File: config.mk
export PLATFORM = sky130hd
export DESIGN_NAME = debounce_switch
export DESIGN_NICKNAME = d
export VERILOG_FILES = /design/src/rtl/debounce_switch.sv
export SDC_FILE = /design/constraint.sdc
export NUM_CORES = 1
export LEC_CHECK = 0
export ABC_AREA = 1
export CAP_MARGIN = 10
export CORE_ASPECT_RATIO = 1.25
export CORE_MARGIN = 5
export CORE_UTILIZATION = 38
export DETAILED_ROUTE_END_ITERATION = 8
export GPL_ROUTABILITY_DRIVEN = 0
export PLACE_DENSITY_LB_ADDON = 0.3
export SLEW_MARGIN = 10
export SYNTH_ARGS = -nofsm -noshare
export SYNTH_HDL_FRONTEND = slang
export SYNTH_SLANG_ARGS = --single-unit
File: constraint.sdc
create_clock -name clk -period 1.55 [get_ports clk]
set_input_delay 0.155 -clock clk [delete_from_list [all_inputs] [get_ports clk]]
set_output_delay 0.155 -clock clk [all_outputs]
set_load 0.01 [all_outputs]
File: src/rtl/debounce_switch.sv
//------------------------------------------------------------------------------
// Module      : debounce_switch
// Description : Synchronizes a raw mechanical switch and accepts a new level only
//               after it persists for DEBOUNCE_LIMIT cycles. When the macro
//               DEBOUNCE_SWITCH_EDGE_EN is defined, the module also generates
//               registered rise and fall pulses.
// Revision    : 1.0 - initial release
//------------------------------------------------------------------------------
`default_nettype none

module debounce_switch #(
    parameter int DEBOUNCE_LIMIT = 250000,
    parameter int SYNC_STAGES    = 2
) (
    input  logic clk,
    input  logic reset,
    input  logic i_Switch,
    output logic o_Switch,
    output logic o_Rise,
    output logic o_Fall
);

    localparam int              CNT_W   = $clog2(DEBOUNCE_LIMIT);
    localparam logic [CNT_W-1:0] CNT_MAX = CNT_W'(DEBOUNCE_LIMIT - 1);

    logic [SYNC_STAGES-1:0] sync_q;
    logic [SYNC_STAGES-1:0] sync_d;
    logic [CNT_W-1:0]       count_q;
    logic [CNT_W-1:0]       count_d;
    logic                   switch_q;
    logic                   switch_d;
    logic                   sync;

    assign sync = sync_q[SYNC_STAGES-1];

    always_comb begin
        // The truncating cast drops the oldest stage, which keeps the shift valid for SYNC_STAGES == 1.
        sync_d   = SYNC_STAGES'({sync_q, i_Switch});
        count_d  = '0;
        switch_d = switch_q;
        if (sync != switch_q) begin
            if (count_q == CNT_MAX) begin
                switch_d = sync;
            end else begin
                count_d = count_q + 1'b1;
            end
        end
    end

    always_ff @(posedge clk or posedge reset) begin
        if (reset) begin
            sync_q   <= '0;
            count_q  <= '0;
            switch_q <= 1'b0;
        end else begin
            sync_q   <= sync_d;
            count_q  <= count_d;
            switch_q <= switch_d;
        end
    end

    assign o_Switch = switch_q;

`ifdef DEBOUNCE_SWITCH_EDGE_EN
    logic rise_q;
    logic rise_d;
    logic fall_q;
    logic fall_d;

    // Each pulse is registered on the same edge that loads switch_q. As a result, the pulse lines up with the new level.
    always_comb begin
        rise_d = switch_d & ~switch_q;
        fall_d = ~switch_d & switch_q;
    end

    always_ff @(posedge clk or posedge reset) begin
        if (reset) begin
            rise_q <= 1'b0;
            fall_q <= 1'b0;
        end else begin
            rise_q <= rise_d;
            fall_q <= fall_d;
        end
    end

    assign o_Rise = rise_q;
    assign o_Fall = fall_q;
`else
    assign o_Rise = 1'b0;
    assign o_Fall = 1'b0;
`endif

endmodule

`default_nettype wire

### Yosys cells after proc, flatten, opt, wreduce, memory -nomap -nowiden

Cells that the tools add are included.

| storage, ports and cells | value |
|---|---|
| register bits | 21 |
| input port bits | 3 |
| word-level logic and storage cells | 9 |

| cells by class | value |
|---|---|
| $add $sub $neg | 1 |
| equality and inequality tests | 2 |
| multiplexer cells | 2 |
| reduce and logical (&&, ||, !) cells | 1 |

Operators with widths:

| kind | count |
|---|---|
| $mux W18 | 2 |
| $add A18 B1 Y18 const B | 1 |
| $eq A18 B18 Y1 const B | 1 |
| $reduce_and A2 Y1 | 1 |
| $ne A1 B1 Y1 | 1 |

### Logic depth before layout (Yosys ltp)

Gate-level depths: netlist of run 1.

| logic depth | value |
|---|---|
| depth after elaboration | 3 |
| mapped depth | 9 |
| depth with buffers taken out | 9 |

### Worst setup path before layout of run 1

No wires, ideal clock.

| timing path | value |
|---|---|
| path kind | register to register |
| start point | reg count_q[0] |
| end point | reg count_q[7] |
| setup time | 120 ps |
| arrival | 1159 ps |
| required time | 1430 ps |
| slack | 271 ps |
| cell stages (with the launch flop) | 7 |
| buffers on the path | 0 |
| path through | dfrtp_1 ha_1 nand3_2 nor2_2 nand2_1 nand2_4 nor2_1 |

| between the ends | value |
|---|---|
| word-level cells in the longest chain between the ends | 3 |
| elaborated cells on any way between the ends | 4 |
| classes of those cells | add/sub (1); eq/ne (1); mux (2) |

Ends and longest elaborated chain:

| element | line | RTL |
|---|---|---|
| start: declaration | 28 | `logic [CNT_W-1:0] count_q;` |
| start signal: assignment | 57 | `count_q <= count_d;` |
| $add A18 B1 Y18 / $eq A18 B18 Y1 (equally long branches) | 45, 42 |  |
| $mux W18 * | 42 | `if (count_q == CNT_MAX) begin` |
| $mux W18 * | 41 | `if (sync != switch_q) begin` |
| via count_d[7] | 29 | `logic [CNT_W-1:0] count_d;` |

Mark *: on every way through the listed nets, which the timed path passes. The rest lies on a longest branch.
A chain may end at the register's enable or synchronous reset.

### Worst setup path after layout of run 1

| timing path | value |
|---|---|
| start point | reg count_q[1] |
| end point | reg count_q[7] |

The elaborated chain is that of the path after synthesis.

==> impl_metrics.tcl, run 1 <==
set metrics [dict create \
    outcome "finished clean" \
    dr.pass1.iters 4 \
    endpoint_kind "register" \
    drt_wl_total_um 2060 \
    p_clk_share_pct 29.4 \
    endpoint "count_q[7]$_DFF_PP0_" \
    max_cap_viol_count 0 \
    path_cells "ha_2 -> nand3_2 -> nor2_2 -> nand2_1 -> nand2_4 -> nor2_1" \
    cts_tree "done" \
    min_path_type "in -> async" \
    fin_tns_setup_ns 0 \
    core_um2 2970 \
    critPathTopFamily "simple AND/OR/NAND/NOR gates" \
    reg2reg_to "count_q[7]$_DFF_PP0_" \
    p_comb_share_pct 6.1 \
    slowest_stage "dfrtp_1" \
    grt_pass1_vias 922 \
    overflow 0 \
    slew_viol_final 0 \
    seq_area_frac_synth_pct 44.6 \
    root_buffer "clkbuf_4" \
    vias 882 \
    synth_area_um2 1180 \
    cts-htree-levels 1 \
    cts_max_path_buffers 2 \
    p_per_area_nw_per_um2 676 \
    antenna_found_initial 0 \
    ys_warn_count 0 \
    crit_type "reg -> reg" \
    area_growth_pct 9.77 \
    dieArea_um2 4320 \
    rsz0062_at_grt "no" \
    power.switching_mw 0.199 \
    finalSetupViolations 0 \
    max_clock_freq_mhz 709 \
    post-route-period-util_pct 90.9 \
    r2r_cells 6 \
    port_buffers 3 \
    r2r-start "count_q[1]$_DFF_PP0_" \
    fin_crit_ns 1.41 \
    start_kind "register" \
    synthCells 142 \
    ys_seq_elements 21 \
    drtIter0Drc 13 \
    numCtsBuffers 3 \
    finalHoldViolations 0 \
    dieHeight_um 72.3 \
    insertion_delay_ns 0.30 \
    antenna_left 0 \
    crit_start "count_q[1]$_DFF_PP0_" \
    path_buf_inv 0 \
    row_count 22 \
    clock_sinks 21 \
    drive_above_1_share_pct 22.5 \
    ys_types 23 \
    initial_core_util_pct 39.6 \
    wl_per_cell_um 11.0 \
    grt_usage_pct 11.2 \
    critPathArrivalTime_ns 1.61 \
    max_stage_delay_ns 0.41 \
    hpwl_um 1670 \
    power.internal_mw 0.676 \
    final_nets 156 \
    die_x_um 59.8 \
    avgViaCountPerCell 4.72 \
    seqPwrFrac_pct 64.5 \
    cp.depth 6 \
    syn_area_per_cell_um2 8.30 \
    grt_max_degree 22 \
    path_clk_slew_ns 0.11 \
    peakVddDrop_mv 0.535 \
    total_leakage_power_nw 0.558 \
    grt_pass1_wl_um 3800 \
    antenna_cells 0 \
    fin_skew_ns 0.00102 \
    crit_fanout 10 \
    cp.required_ns 1.75 \
    ff2ff_setup_slack_ns 0.14 \
    utilization_pct 43.5 \
    drc 0 \
    swShare_pct 22.7 \
    num_io_pins 6 \
]
-- kinds of logic after synthesis --
| logic type | after synthesis | synth area share (%) |
|---|---|---|
| AO/OA/AOI/OAI | 9 | 4.35 |
| XOR/XNOR | 9 | 6.69 |
| adder cells (fa/ha/maj) | 1 | 1.06 |
| buffers and inverters | 21 | 7.32 |
| flip-flops | 21 | 44.6 |
| other | 1 | 0.318 |
| AND/OR/NAND/NOR | 80 | 35.7 |
-- per-stage QoR --
step | setup slack [ns] | total power [mW] | std cells | hold WS [ns] | area [um2]
6_report | 0.140 | 0.875 | 187 | 0.169 | 1290
5_1_grt | 0.00855 | 0.919 | 187 | 0.220 | 1290
4_1_cts | 0.0793 | 0.885 | 186 | 0.168 | 1280
3_5_place_dp | 0.116 | 0.626 | 182 | 0.342 | 1260
3_3_place_gp | 0.193 | 0.624 | 182 | 0.335 | 1260
2_1_floorplan | 0.271 | 0.610 | 143 | 0.132 | 1180
-- layout make-up --
cell class / count / area (um2)
flip-flops and latches: 21 / 526
fillers: 301 / 1680
multi-input cells: 101 / 573
clock buffers: 4 / 26.3
repair buffers: 6 / 52.6
well taps: 36 / 45.0
inverters: 19 / 71.3
-- worst min-delay path: stages --
cell and delay [ns]:
clkdlybuf4s50_1 0.39, inv_1 0.05, buf_4 0.27
-- layout by cell type, fill, tap and decap left out --
cell,count
nand2_4,2
dfrtp_1,21
clkbuf_4,3
a21oi_2,1
nor2_2,6
inv_2,4
nor3_1,1
nand3_2,3
nand2_2,6
buf_4,3
xnor2_1,3
nand4_1,1
nand3_1,9
a21oi_1,6
clkdlybuf4s50_1,3
nor3b_1,1
xor2_1,6
ha_2,1
nand2_1,19
o21ai_0,1
a211oi_1,1
conb_1,2
nor2_4,5
inv_1,15
clkbuf_1,1
nor2_1,27
-- power groups by stage --
stage | clock, mW | sequential, mW | combinational [mW]
2_1_floorplan | 0 | 0.574 | 0.0358
3_3_place_gp | 0 | 0.575 | 0.0491
3_5_place_dp | 0 | 0.576 | 0.0502
4_1_cts | 0.270 | 0.566 | 0.0500
5_1_grt | 0.294 | 0.566 | 0.0602
6_report | 0.257 | 0.564 | 0.0534
-- state kept, by name (all words and copies together) (netlist names) --
name      cells
count_q      18
sync_q        2
o_Switch      1
-- Yosys cell counts --
cell type   n  area [um2]
inv_2       4        15.0
nand2_4     2        22.5
xor2_1      6        52.6
dfrtp_1    21         526
nor2_4      5        56.3
nand3_2     3        30.0
inv_1      15        56.3
a21oi_1     6        30.0
ha_1        1        12.5
a211oi_1    1        7.51
nor3b_1     1        7.51
a21oi_2     1        8.76
nand2_1    19        71.3
nor2_2      6        37.5
nand3_1     9        45.0
conb_1      1        3.75
nand2_2     6        37.5
xnor2_1     3        26.3
nor3_1      1        5.00
o21ai_0     1        5.00
nand4_1     1        6.26
nor2_1     27         101
buf_4       2        15.0
-- worst min path at each step --
stage	start	end	slack, ns	cells after the start
4_1_cts	reset	sync_q[1]$_DFF_PP0_	0.17	3
6_report	reset	sync_q[1]$_DFF_PP0_	0.17	3
5_1_grt	reset	sync_q[0]$_DFF_PP0_	0.22	3
3_5_place_dp	sync_q[0]$_DFF_PP0_	sync_q[1]$_DFF_PP0_	0.34	0
3_3_place_gp	sync_q[0]$_DFF_PP0_	sync_q[1]$_DFF_PP0_	0.34	0
2_1_floorplan	reset	count_q[0]$_DFF_PP0_	0.13	1
-- metal layers --
layer | track usage [%] | wire (um)
met1 | 13.5 | 907
met4 | 4.68 | 26
met3 | 1.78 | 55
met5 | 0 | 0
met2 | 19.2 | 1070
-- what timing repair did --
| action | 4_1_cts | 5_1_grt |
|---|---|---|
| hold buffers | 0 | 0 |
| setup buffers | 0 | 1 |
| endpoints found under the setup margin | 0 | 10 |
| gates resized for setup | 0 | 1 |
Power figures use the tool's default switching activity.
==> inputs of run 2 (changes only) <==
- ABC_AREA: 1 -> not set
==> run 2 against run 1 <==
The flow now finishes with violations (setup timing). Global-route usage increased by 1.2 points. Via count fell by 13%. Routed wire length down 4.4%. Sequential share of layout area is 0.48 points higher. Non-clock buffer count increased by 17. Critical path type unchanged.
==> impl_metrics.tcl, run 2 <==
set metrics [dict create \
    outcome "finished with violations" \
    violations "setup timing" \
    stdcell_count 156 \
    ys_types 28 \
    root_buffer "clkbuf_4" \
    max_cap_viol_count 0 \
    post-route-period-util_pct 105 \
    cts_hold_buf 0 \
    fin_hold_ws_ns 0.152 \
    finalSetupViolations 19 \
    largest_reg_flops 18 \
    hpwl_um 1410 \
    final_common_cell "dfrtp_1" \
    antenna_found_initial 0 \
    path_clk_slew_ns 0.13 \
    cts-htree-levels 1 \
    cts_max_path_buffers 2 \
    max_clock_freq_mhz 615 \
    power_mw 0.899 \
    total_leakage_power_nw 0.595 \
    antenna_cells 0 \
    top_register "count_q" \
    r2r_cells 5 \
    critPathArrivalTime_ns 1.84 \
    synth.area.top_cells "dfrtp_1 (51%), xor2_1 (8.5%), nor2_1 (6.6%)" \
    setup_ws_ns -0.0758 \
    synthArstFlopShare_pct 100 \
    peakVddDrop_mv 0.410 \
    synth_common_cells "dfrtp_1 (21), nor2_1 (18), xor2_1 (10)" \
    utilization_pct 48.2 \
    synthCells 98 \
    synth_edf_count 0 \
    syn_area_per_cell_um2 10.5 \
    vias 767 \
    grt_usage_pct 12.4 \
    synth-main-ff-cell "dfrtp_1" \
    synth.most_common_cell "dfrtp_1" \
    die_x_um 56.6 \
    grt_pass1_vias 780 \
    cp.required_ns 1.76 \
    avgViaCountPerCell 4.92 \
    drtIter0Drc 9 \
    drc 0 \
    cts_tree "done" \
    netlist.area_leader.share_pct 51.0 \
    antenna_left 0 \
    finalHoldViolations 0 \
    slowest_stage "dfrtp_1" \
    num_io_pins 6 \
    grt_max_degree 22 \
    core_um2 2650 \
    fin_skew_ns 0.0112 \
    drive_above_1_share_pct 25.4 \
    ys_warn_count 0 \
    endpoint_kind "register" \
    row_count 21 \
    rsz0062_at_grt "yes" \
    drt_wl_total_um 1970 \
    overflow 0 \
    start_kind "register" \
    fin_tns_setup_ns -1.13 \
    clock_sinks 21 \
    dr.pass1.iters 4 \
    ys_seq_elements 21 \
    dpl.cell_count 151 \
    slew_viol_final 0 \
    seq_area_frac_synth_pct 51.0 \
    path_cells "nor4_2 -> nand2b_1 -> o41ai_4 -> buf_12 -> nor2_1" \
    dieHeight_um 68.2 \
    insertion_delay_ns 0.32 \
    dieArea_um2 3860 \
    area_growth_pct 24.0 \
    fin_crit_ns 1.63 \
    p_per_area_nw_per_um2 703 \
    synth_area_um2 1030 \
    crit_fanout 18 \
    ff2ff_setup_slack_ns -0.08 \
    yosys.area.top_type "dfrtp_1" \
    wl_per_cell_um 12.7 \
    crit_type "reg -> reg" \
    grt_pass1_wl_um 3620 \
    r2r-start "count_q[9]$_DFF_PP0_" \
    numCtsBuffers 3 \
    max_stage_delay_ns 0.44 \
    reg2reg_to "count_q[2]$_DFF_PP0_" \
    initial_core_util_pct 38.8 \
    mostFrequentLayoutCells "dfrtp_1 (21), buf_4 (19), nor2_1 (18), xor2_1 (10), nand3_1 (7)" \
    final_nets 127 \
    port_buffers 3 \
    min_path_type "in -> async" \
]
run 2: cell count changes in the layout (fill, tap and decap cells not counted), moves of 5 or more:
cell     delta
buf_4      +16
inv_1      -13
nand2_1    -15
nand2_2     -6
nor2_1      -9
nor2_2      -6
nor2_4      -5
run 2: cell families after synthesis:
kind of cell,after synthesis,synth area share [%]
AOI/OAI and AO/OA,5,4.85
other,1,0.364
adders and majority gates,1,1.21
DFF,21,51.0
muxes,1,1.09
xor gates and xnor gates,15,12.7
and+or+nand+nor,48,25.0
buffers and inverters,6,3.76
run 2: worst max path at each step:
stage / start / end / slack, ns / cells past startpoint
3_5_place_dp: count_q[10]$_DFF_PP0_ / o_Switch$_DFFE_PP0P_ / -0.11 / 3
6_report: count_q[9]$_DFF_PP0_ / count_q[2]$_DFF_PP0_ / -0.08 / 5
4_1_cts: count_q[10]$_DFF_PP0_ / count_q[2]$_DFF_PP0_ / -0.05 / 4
3_3_place_gp: count_q[10]$_DFF_PP0_ / o_Switch$_DFFE_PP0P_ / -0.11 / 3
5_1_grt: count_q[9]$_DFF_PP0_ / count_q[4]$_DFF_PP0_ / -0.14 / 5
2_1_floorplan: count_q[10]$_DFF_PP0_ / count_q[12]$_DFF_PP0_ / -0.13 / 4
run 2: per-layer routing:
metal	track usage [%]	vias to the layer above	part of all wire (%)
li1	-	383	-
met2	20.5	6	50
met4	8.01	0	2.7
met5	0	-	0
met3	2.26	5	1.9
met1	14.9	373	45
run 2: area by class of cell:
| cell class | instances | area (um2) |
|---|---|---|
| fill | 253 | 1380 |
| multi-input combinational | 72 | 483 |
| sequential | 21 | 526 |
| timing repair buffer | 23 | 193 |
| clock buffer | 3 | 22.5 |
| clock inverter | 1 | 5.00 |
| inverter | 2 | 7.51 |
| tap | 34 | 42.5 |
run 2: metrics by stage:
step                      worst slack, ns  area [um2]
final                             -0.0758        1280
after floorplan                    -0.131        1030
after global routing               -0.143        1280
after detailed placement           -0.111        1230
after CTS                         -0.0485        1280
after global placement             -0.106        1230
run 2: power breakdown:
| group | internal (mW) | switching [mW] |
|---|---|---|
| registers | 0.557 | 0.00546 |
| clock network | 0.0967 | 0.179 |
| logic | 0.0288 | 0.0331 |
| total | 0.682 | 0.217 |
run 2: timing repair:
action                                  4_1_cts  5_1_grt
pin swaps                                     2        0
endpoints found under the setup margin       19       19
buffers inserted                              1        0
gates cloned                                  0        0
gates resized for setup                       2        0
run 2: critical path, delay by kind of cell (launching register included):
kind                   cells  cell delay, ns
and+or+nand+nor            3            0.52
AOI/OAI and AO/OA          1            0.37
buffers and inverters      1            0.20
DFF                        1            0.44
